File: config.mk
export PLATFORM = sky130hd
export DESIGN_NAME = icape2_multiboot_seq
export DESIGN_NICKNAME = d
export VERILOG_FILES = /design/src/rtl/icape2_multiboot_seq.sv
export SDC_FILE = /design/constraint.sdc
export NUM_CORES = 1
export LEC_CHECK = 0
export CORE_AREA = 10 10 93 95
export DETAILED_ROUTE_END_ITERATION = 10
export DIE_AREA = 0 0 103 105
export HOLD_SLACK_MARGIN = 0.08
export PLACE_DENSITY = 0.44
export SLEW_MARGIN = 20
export SYNTH_ARGS = -nofsm -noshare
export SYNTH_HDL_FRONTEND = slang
export SYNTH_SLANG_ARGS = --single-unit
export TNS_END_PERCENT = 1
File: constraint.sdc
create_clock -name clk -period 5.4 [get_ports clk]
set_input_delay 1.08 -clock clk [delete_from_list [all_inputs] [get_ports clk]]
set_output_delay 1.08 -clock clk [all_outputs]
set_load 0.03 [all_outputs]
File: src/rtl/icape2_multiboot_seq.sv
// rtl/icape2_multiboot_seq.sv - ICAPE2 IPROG warm-boot sequencer with qualified boot request
module icape2_multiboot_seq #(
    parameter logic [31:0] START_ADDRESS = 32'h0000_0000,
    parameter int          ARM_CYCLES    = 16,
    parameter bit          BITSWAP       = 1'b1
) (
    input  logic        clk,
    input  logic        reset,
    input  logic        boot,
    output logic        icap_csib,
    output logic        icap_rdwrb,
    output logic [31:0] icap_i,
    output logic        busy,
    output logic        done
);

    typedef enum logic [1:0] {
        S_IDLE,
        S_SETUP,
        S_WRITE,
        S_DONE
    } state_t;

    localparam logic [15:0] ARM_LAST = 16'(ARM_CYCLES - 1);

    state_t      state, state_nxt;
    logic [15:0] arm_cnt, arm_cnt_nxt;
    logic [2:0]  idx, idx_nxt;
    logic        csib_nxt, rdwrb_nxt, busy_nxt, done_nxt;
    logic [31:0] data_nxt;

    function automatic logic [31:0] iprog_word(input logic [2:0] sel);
        case (sel)
            3'd0:    iprog_word = 32'hFFFF_FFFF;
            3'd1:    iprog_word = 32'hAA99_5566;
            3'd2:    iprog_word = 32'h2000_0000;
            3'd3:    iprog_word = 32'h3002_0001;
            3'd4:    iprog_word = START_ADDRESS;
            3'd5:    iprog_word = 32'h3000_8001;
            3'd6:    iprog_word = 32'h0000_000F;
            default: iprog_word = 32'h2000_0000;
        endcase
    endfunction

    // ICAPE2 expects each byte bit-reversed relative to the bitstream word order
    function automatic logic [31:0] byte_swap_bits(input logic [31:0] w);
        logic [31:0] r;
        r = '0;
        for (int b = 0; b < 4; b++) begin
            for (int i = 0; i < 8; i++) begin
                r[8*b + i] = w[8*b + 7 - i];
            end
        end
        return r;
    endfunction

    always_comb begin
        state_nxt   = state;
        arm_cnt_nxt = arm_cnt;
        idx_nxt     = idx;
        case (state)
            S_IDLE: begin
                if (!boot) begin
                    arm_cnt_nxt = 16'd0;
                end else if (arm_cnt == ARM_LAST) begin
                    arm_cnt_nxt = 16'd0;
                    state_nxt   = S_SETUP;
                end else begin
                    arm_cnt_nxt = arm_cnt + 16'd1;
                end
            end
            S_SETUP: begin
                idx_nxt   = 3'd0;
                state_nxt = S_WRITE;
            end
            S_WRITE: begin
                if (idx == 3'd7) begin
                    state_nxt = S_DONE;
                end else begin
                    idx_nxt = idx + 3'd1;
                end
            end
            default: state_nxt = S_DONE;
        endcase

        // Outputs are decoded from the next state so they leave the flops aligned with it
        csib_nxt  = 1'b1;
        rdwrb_nxt = 1'b1;
        data_nxt  = 32'hFFFF_FFFF;
        busy_nxt  = 1'b0;
        done_nxt  = 1'b0;
        case (state_nxt)
            S_SETUP: begin
                rdwrb_nxt = 1'b0;
                busy_nxt  = 1'b1;
            end
            S_WRITE: begin
                csib_nxt  = 1'b0;
                rdwrb_nxt = 1'b0;
                busy_nxt  = 1'b1;
                data_nxt  = BITSWAP ? byte_swap_bits(iprog_word(idx_nxt)) : iprog_word(idx_nxt);
            end
            S_DONE: begin
                done_nxt = 1'b1;
            end
            default: ;
        endcase
    end

    always_ff @(posedge clk) begin
        if (reset) begin
            state      <= S_IDLE;
            arm_cnt    <= 16'd0;
            idx        <= 3'd0;
            icap_csib  <= 1'b1;
            icap_rdwrb <= 1'b1;
            icap_i     <= 32'hFFFF_FFFF;
            busy       <= 1'b0;
            done       <= 1'b0;
        end else begin
            state      <= state_nxt;
            arm_cnt    <= arm_cnt_nxt;
            idx        <= idx_nxt;
            icap_csib  <= csib_nxt;
            icap_rdwrb <= rdwrb_nxt;
            icap_i     <= data_nxt;
            busy       <= busy_nxt;
            done       <= done_nxt;
        end
    end

endmodule

# After elaboration in Yosys (flattened, before gate mapping)
# Index checks and enable logic that the tools add are counted.
# W data, S select, Z words.
# word_totals
ff_bits	57
in_bits	3
word_cells	40
# classes
add_sub_neg	2
n_eq_ne	12
n_mux	13
bitwise_logic	1
reduce_logical	4
# ops
operator	count
$pmux W32 S6	1
$mux W16	2
$add A16 B1 Y16 const B	1
$eq A16 B4 Y1 const B	1
$eq A3 B3 Y1 const B	4
$eq A2 B2 Y1 const B	3
$mux W2	3
$pmux W2 S3	1
$pmux W3 S2	1
$eq A2 B1 Y1 const B	2
$mux W1	4
$reduce_or A2 Y1	2
$add A3 B1 Y3 const B	1
$eq A3 B1 Y1 const B	1
$eq A3 B2 Y1 const B	1
$logic_not A3 Y1	1
$mux W3	1
$logic_not A2 Y1	1
$not A1 Y1	1

# Depth between registers and ports, before layout
# depth
word_depth	7
depth_mapped	11
depth_no_buf	10

# Least setup slack after synthesis
# OpenSTA, ideal clock, no wires.
# synth_path
path_kind	input -> register
startpoint	input port boot
endpoint	register icap_i[27]
t_arrival_ns	2.351
required_ns	5.267
slack_ns	2.916
path_stages	8
path_cell_list	inv_1 > nor2_1 > a211oi_1 > ha_1 > nor2b_1 > inv_1 > a21o_1 > o21bai_1
# synth_between
elab_chain_len	5
# synth_lines
element	line	text
start, declared	9	input logic boot,
$mux W2	63	if (!boot) begin
$pmux W2 S3	61	case (state)
$eq A2 B2 Y1	92	case (state_nxt)
$not A1 Y1 (no line)	n/a	
$reduce_or A2 Y1 (no line)	n/a	
end signal, assigned	126	icap_i <= data_nxt;
end, declared	12	output logic [31:0] icap_i,
# No other way between the ends.
# A chain may end at the register's enable or synchronous reset.

# Final worst setup path
# Same ends and word-level chain as after synthesis.

==> summary by stage <==
Global routing
The total routing usage reported by global routing is 6.18%. The first global-routing pass estimated 5360 um of wire. The maximum number of pins on one net before global-route repair is 17. The via count of the first global-routing pass came to 1,110.

The overall overflow remaining after global route is 0. The number of antenna violations at the first check in global routing is 0.

Floorplan
The height of the die is 105 um. Once the floorplan was initialized, standard cells occupied 24.7% of the core. In this run the count of I/O pins placed on the die edge is 39. The die covers 10,800 um^2. The initialized floorplan defines 30 standard-cell rows. The total area inside the core boundary comes to 6760 um^2. The die width is 103 um.

Power
For this design the ratio of total power to cell area is 240 nW/um^2. The maximum ir drop on the vdd rail is 0.108 mV. The standby leakage power is 0.816 nW.

Routing
The routed design uses 431 um of met3 wire. The detailed router put a total of 1550 um of wire on met1. The met2 layer wire length in the routed design is 1300 um. Once detail routing completed, the nets flagged for antenna violations numbered 0. The number of iterations in the first detailed-routing pass is 4. Detailed routing inserted a total of 1,212 vias. The routed length per placed instance is 11.8 um. In the routed layout, each cell is associated on average with a via count of 4.30. The detailed router's first-iteration violation count is 26. The post-detailed-route DRC marker count is 0. The highest layer used for signal routing is met4. After detailed routing, the total wire length is 3340 um.

STA
The smallest clock period supported by the final layout is computed as 2.92 ns. The hold violation total from the final report is 0. Setup repair after global routing left no endpoint under its margin. The count of final setup violators is 0. The count of pins over their slew limit is 0.

Headroom to the max-slew limit came out at 49.1%. For the final routed database, the setup TNS stands at 0 ns. The period utilization is 54.1%.

Across the routed clock network, the largest skew measured is 0.00258 ns. The peak clock frequency supported by timing is 343 MHz. The transition time at the pin with the least slew margin is 0.761 ns.

Yosys
The proportion of synthesized chip area in sequential cells is 40.8%. The fraction of post-synthesis cell area in the top cell type by area is 40.8%. The net count after synthesis is 193. After synthesis, the cell types taking the most area are sky130_fd_sc_hd__dfxtp_1 (41%), sky130_fd_sc_hd__buf_4 (10%), sky130_fd_sc_hd__xor2_1 (6.8%), sky130_fd_sc_hd__nor2_1 (5.4%), sky130_fd_sc_hd__ha_1 (5.2%). The number of flops mapped to enable cells by yosys is 0.

The main flop type after synthesis is sky130_fd_sc_hd__dfxtp_1. The post-synthesis sequential element count is 34. The commonest cells after synthesis are sky130_fd_sc_hd__dfxtp_1 (34), sky130_fd_sc_hd__nor2_1 (24), sky130_fd_sc_hd__buf_4 (23), sky130_fd_sc_hd__nand2_1 (14), sky130_fd_sc_hd__xor2_1 (13). A synthesized cell averages 9.12 um^2. Synthesis handed over a netlist of 183 instances. Of all flip-flops after synthesis, the portion carrying an async set or reset was 0%. The synthesized design spends more area on one cell type than any other, namely sky130_fd_sc_hd__dfxtp_1. The total of warnings raised by yosys is 0. In the post-synthesis netlist, the cell with the most instances is sky130_fd_sc_hd__dfxtp_1. Counting distinct cell types in the post-synthesis netlist gives 35.

The cell area after technology mapping is 1670 um^2.

Worst setup path
The category of the worst setup path capture point is a register. Walking the worst path, the cells encountered are clkdlybuf4s50_1, inv_1, nor2_1, a211oi_1, ha_1, nor2b_1, inv_1, a21o_1, o21bai_1. The data required time of the worst path is 5.55 ns. The slowest stage cell on the critical path is sky130_fd_sc_hd__clkdlybuf4s50_1. The kind of start point of the critical path is a primary input.

The most prevalent standard cell on the critical path is sky130_fd_sc_hd__inv_1. The kind of critical path is in2reg. The worst path arrival time is 3.07 ns. The delay of the slowest cell on the worst path is 0.45 ns.

Along the worst path, the maximum fanout reaches 7.

Finish
After routing the design area is 2040 um^2. The area growth from synthesis to layout is 22.3%. The ratio of cells with drive above 1 in the final layout is 5.94%. After the last flow step, the layout net total stands at 211. The number of antenna repair diodes is 0.

Outcome
The run finished with clean final reports.

CTS
The clock tree from TritonCTS is built. The setup fix buffers added after clock tree synthesis is 0. The clock slew at the register clock pins of the worst setup and hold paths is 0.07 ns.

The clock latency at the later pin of the worst-skew pair is 0.28 ns. The number of H-tree branching levels is 2. The number of buffers inserted for hold repair after clock tree synthesis is 0. CTS placed an instance of sky130_fd_sc_hd__clkbuf_8 at the clock tree root. In this run, CTS created clock tree buffers numbering 5.

The clock sink count is 34. The quantity of gates resized following cts is 0. The buffer levels on the longest clock path is 2.

Placed design
Buffers placed on the I/O ports in this run total 38. The area after detailed placement is 1950 um^2. Routability-driven placement finished with a final weighted congestion of 0.731.

The placed wire-length estimate is 2540 um.

Job
The tool flagged a number of max-cap violations equal to 0.

Min path
The classification of the worst-slack hold path is reg2reg.
==> kinds of logic after synthesis <==
group / Yosys count / synth area share, %
and+or+nand+nor: 70 / 21.1
AOI/OAI and AO/OA: 15 / 7.80
buffers and inverters: 36 / 13.9
DFF: 34 / 40.8
muxes: 2 / 1.20
adders and majority gates: 7 / 5.25
xor gates and xnor gates: 19 / 9.97
==> area by class of cell <==
| type | count | area, um^2 |
|---|---|---|
| Tap cell | 80 | 100 |
| Multi-Input combinational cell | 113 | 756 |
| Sequential cell | 34 | 681 |
| Timing Repair Buffer | 38 | 380 |
| Inverter | 9 | 33.8 |
| Fill cell | 717 | 4710 |
| Clock inverter | 1 | 5.00 |
| Clock buffer | 7 | 86.3 |
==> state kept, by name, summed over array words and instances (netlist names) <==
register / flops
state: 2
icap_rdwrb: 1
arm_cnt: 16
icap_i: 9
done: 1
idx: 3
busy: 1
icap_csib: 1
==> worst max-delay path, delay by kind of cell <==
| kind | cells | cell delay, ns |
|---|---|---|
| buf+inv | 3 | 0.64 |
| compound gates | 3 | 0.72 |
| simple gates | 2 | 0.42 |
| fa+ha+maj | 1 | 0.21 |
==> power by group <==
part / switching, mW / leakage (nW) / internal, mW / total, mW
logic: 0.0242 / 0.492 / 0.0146 / 0.0389
registers: 0.00269 / 0.275 / 0.255 / 0.258
clock network: 0.0899 / 0.0482 / 0.103 / 0.193
==> worst paths after layout <==
check                   start          end  slack [ns]  depth (start not counted)
hold reg to reg   arm_cnt[15]  arm_cnt[15]        0.52                          2
setup / recovery         boot   icap_i[27]        2.48                          9
hold / removal    arm_cnt[15]  arm_cnt[15]        0.52                          2
setup reg to reg       idx[0]   icap_i[27]        2.79                         10
==> through the flow <==
| stage | setup slack [ns] | cells | hold WS, ns | total power [mW] | util [%] |
|---|---|---|---|---|---|
| after global placement | 2.26 | 274 | 0.498 | 0.303 | 28.9 |
| after CTS | 2.46 | 282 | 0.525 | 0.498 | 30.2 |
| final | 2.48 | 282 | 0.525 | 0.490 | 30.2 |
| after global routing | 2.26 | 282 | 0.552 | 0.516 | 30.2 |
| after floorplan | 2.92 | 183 | 0.480 | 0.291 | - |
| after detailed placement | 2.15 | 274 | 0.503 | 0.304 | 28.9 |
==> routing by layer <==
metal	GRT usage, %	vias to the layer above
li1	-	619
met4	3.28	0
met5	0	-
met2	8.39	39
met3	3.16	7
met1	7.66	547
==> layout by cell type (no fill, tap or decap), types with 4 or more instances in the layout <==
| cell | netlist | final |
|---|---|---|
| sky130_fd_sc_hd__and2_1 | 4 | 4 |
| sky130_fd_sc_hd__and3_1 | 6 | 6 |
| sky130_fd_sc_hd__clkbuf_8 | 0 | 6 |
| sky130_fd_sc_hd__clkdlybuf4s50_1 | 0 | 38 |
| sky130_fd_sc_hd__dfxtp_1 | 34 | 34 |
| sky130_fd_sc_hd__ha_1 | 7 | 7 |
| sky130_fd_sc_hd__inv_1 | 8 | 8 |
| sky130_fd_sc_hd__nand2_1 | 14 | 14 |
| sky130_fd_sc_hd__nand3_1 | 5 | 5 |
| sky130_fd_sc_hd__nand4_1 | 5 | 5 |
| sky130_fd_sc_hd__nor2_1 | 24 | 24 |
| sky130_fd_sc_hd__o21ai_1 | 4 | 4 |
| sky130_fd_sc_hd__xnor2_1 | 6 | 6 |
| sky130_fd_sc_hd__xor2_1 | 13 | 13 |
(Power assumes the default switching activity.)
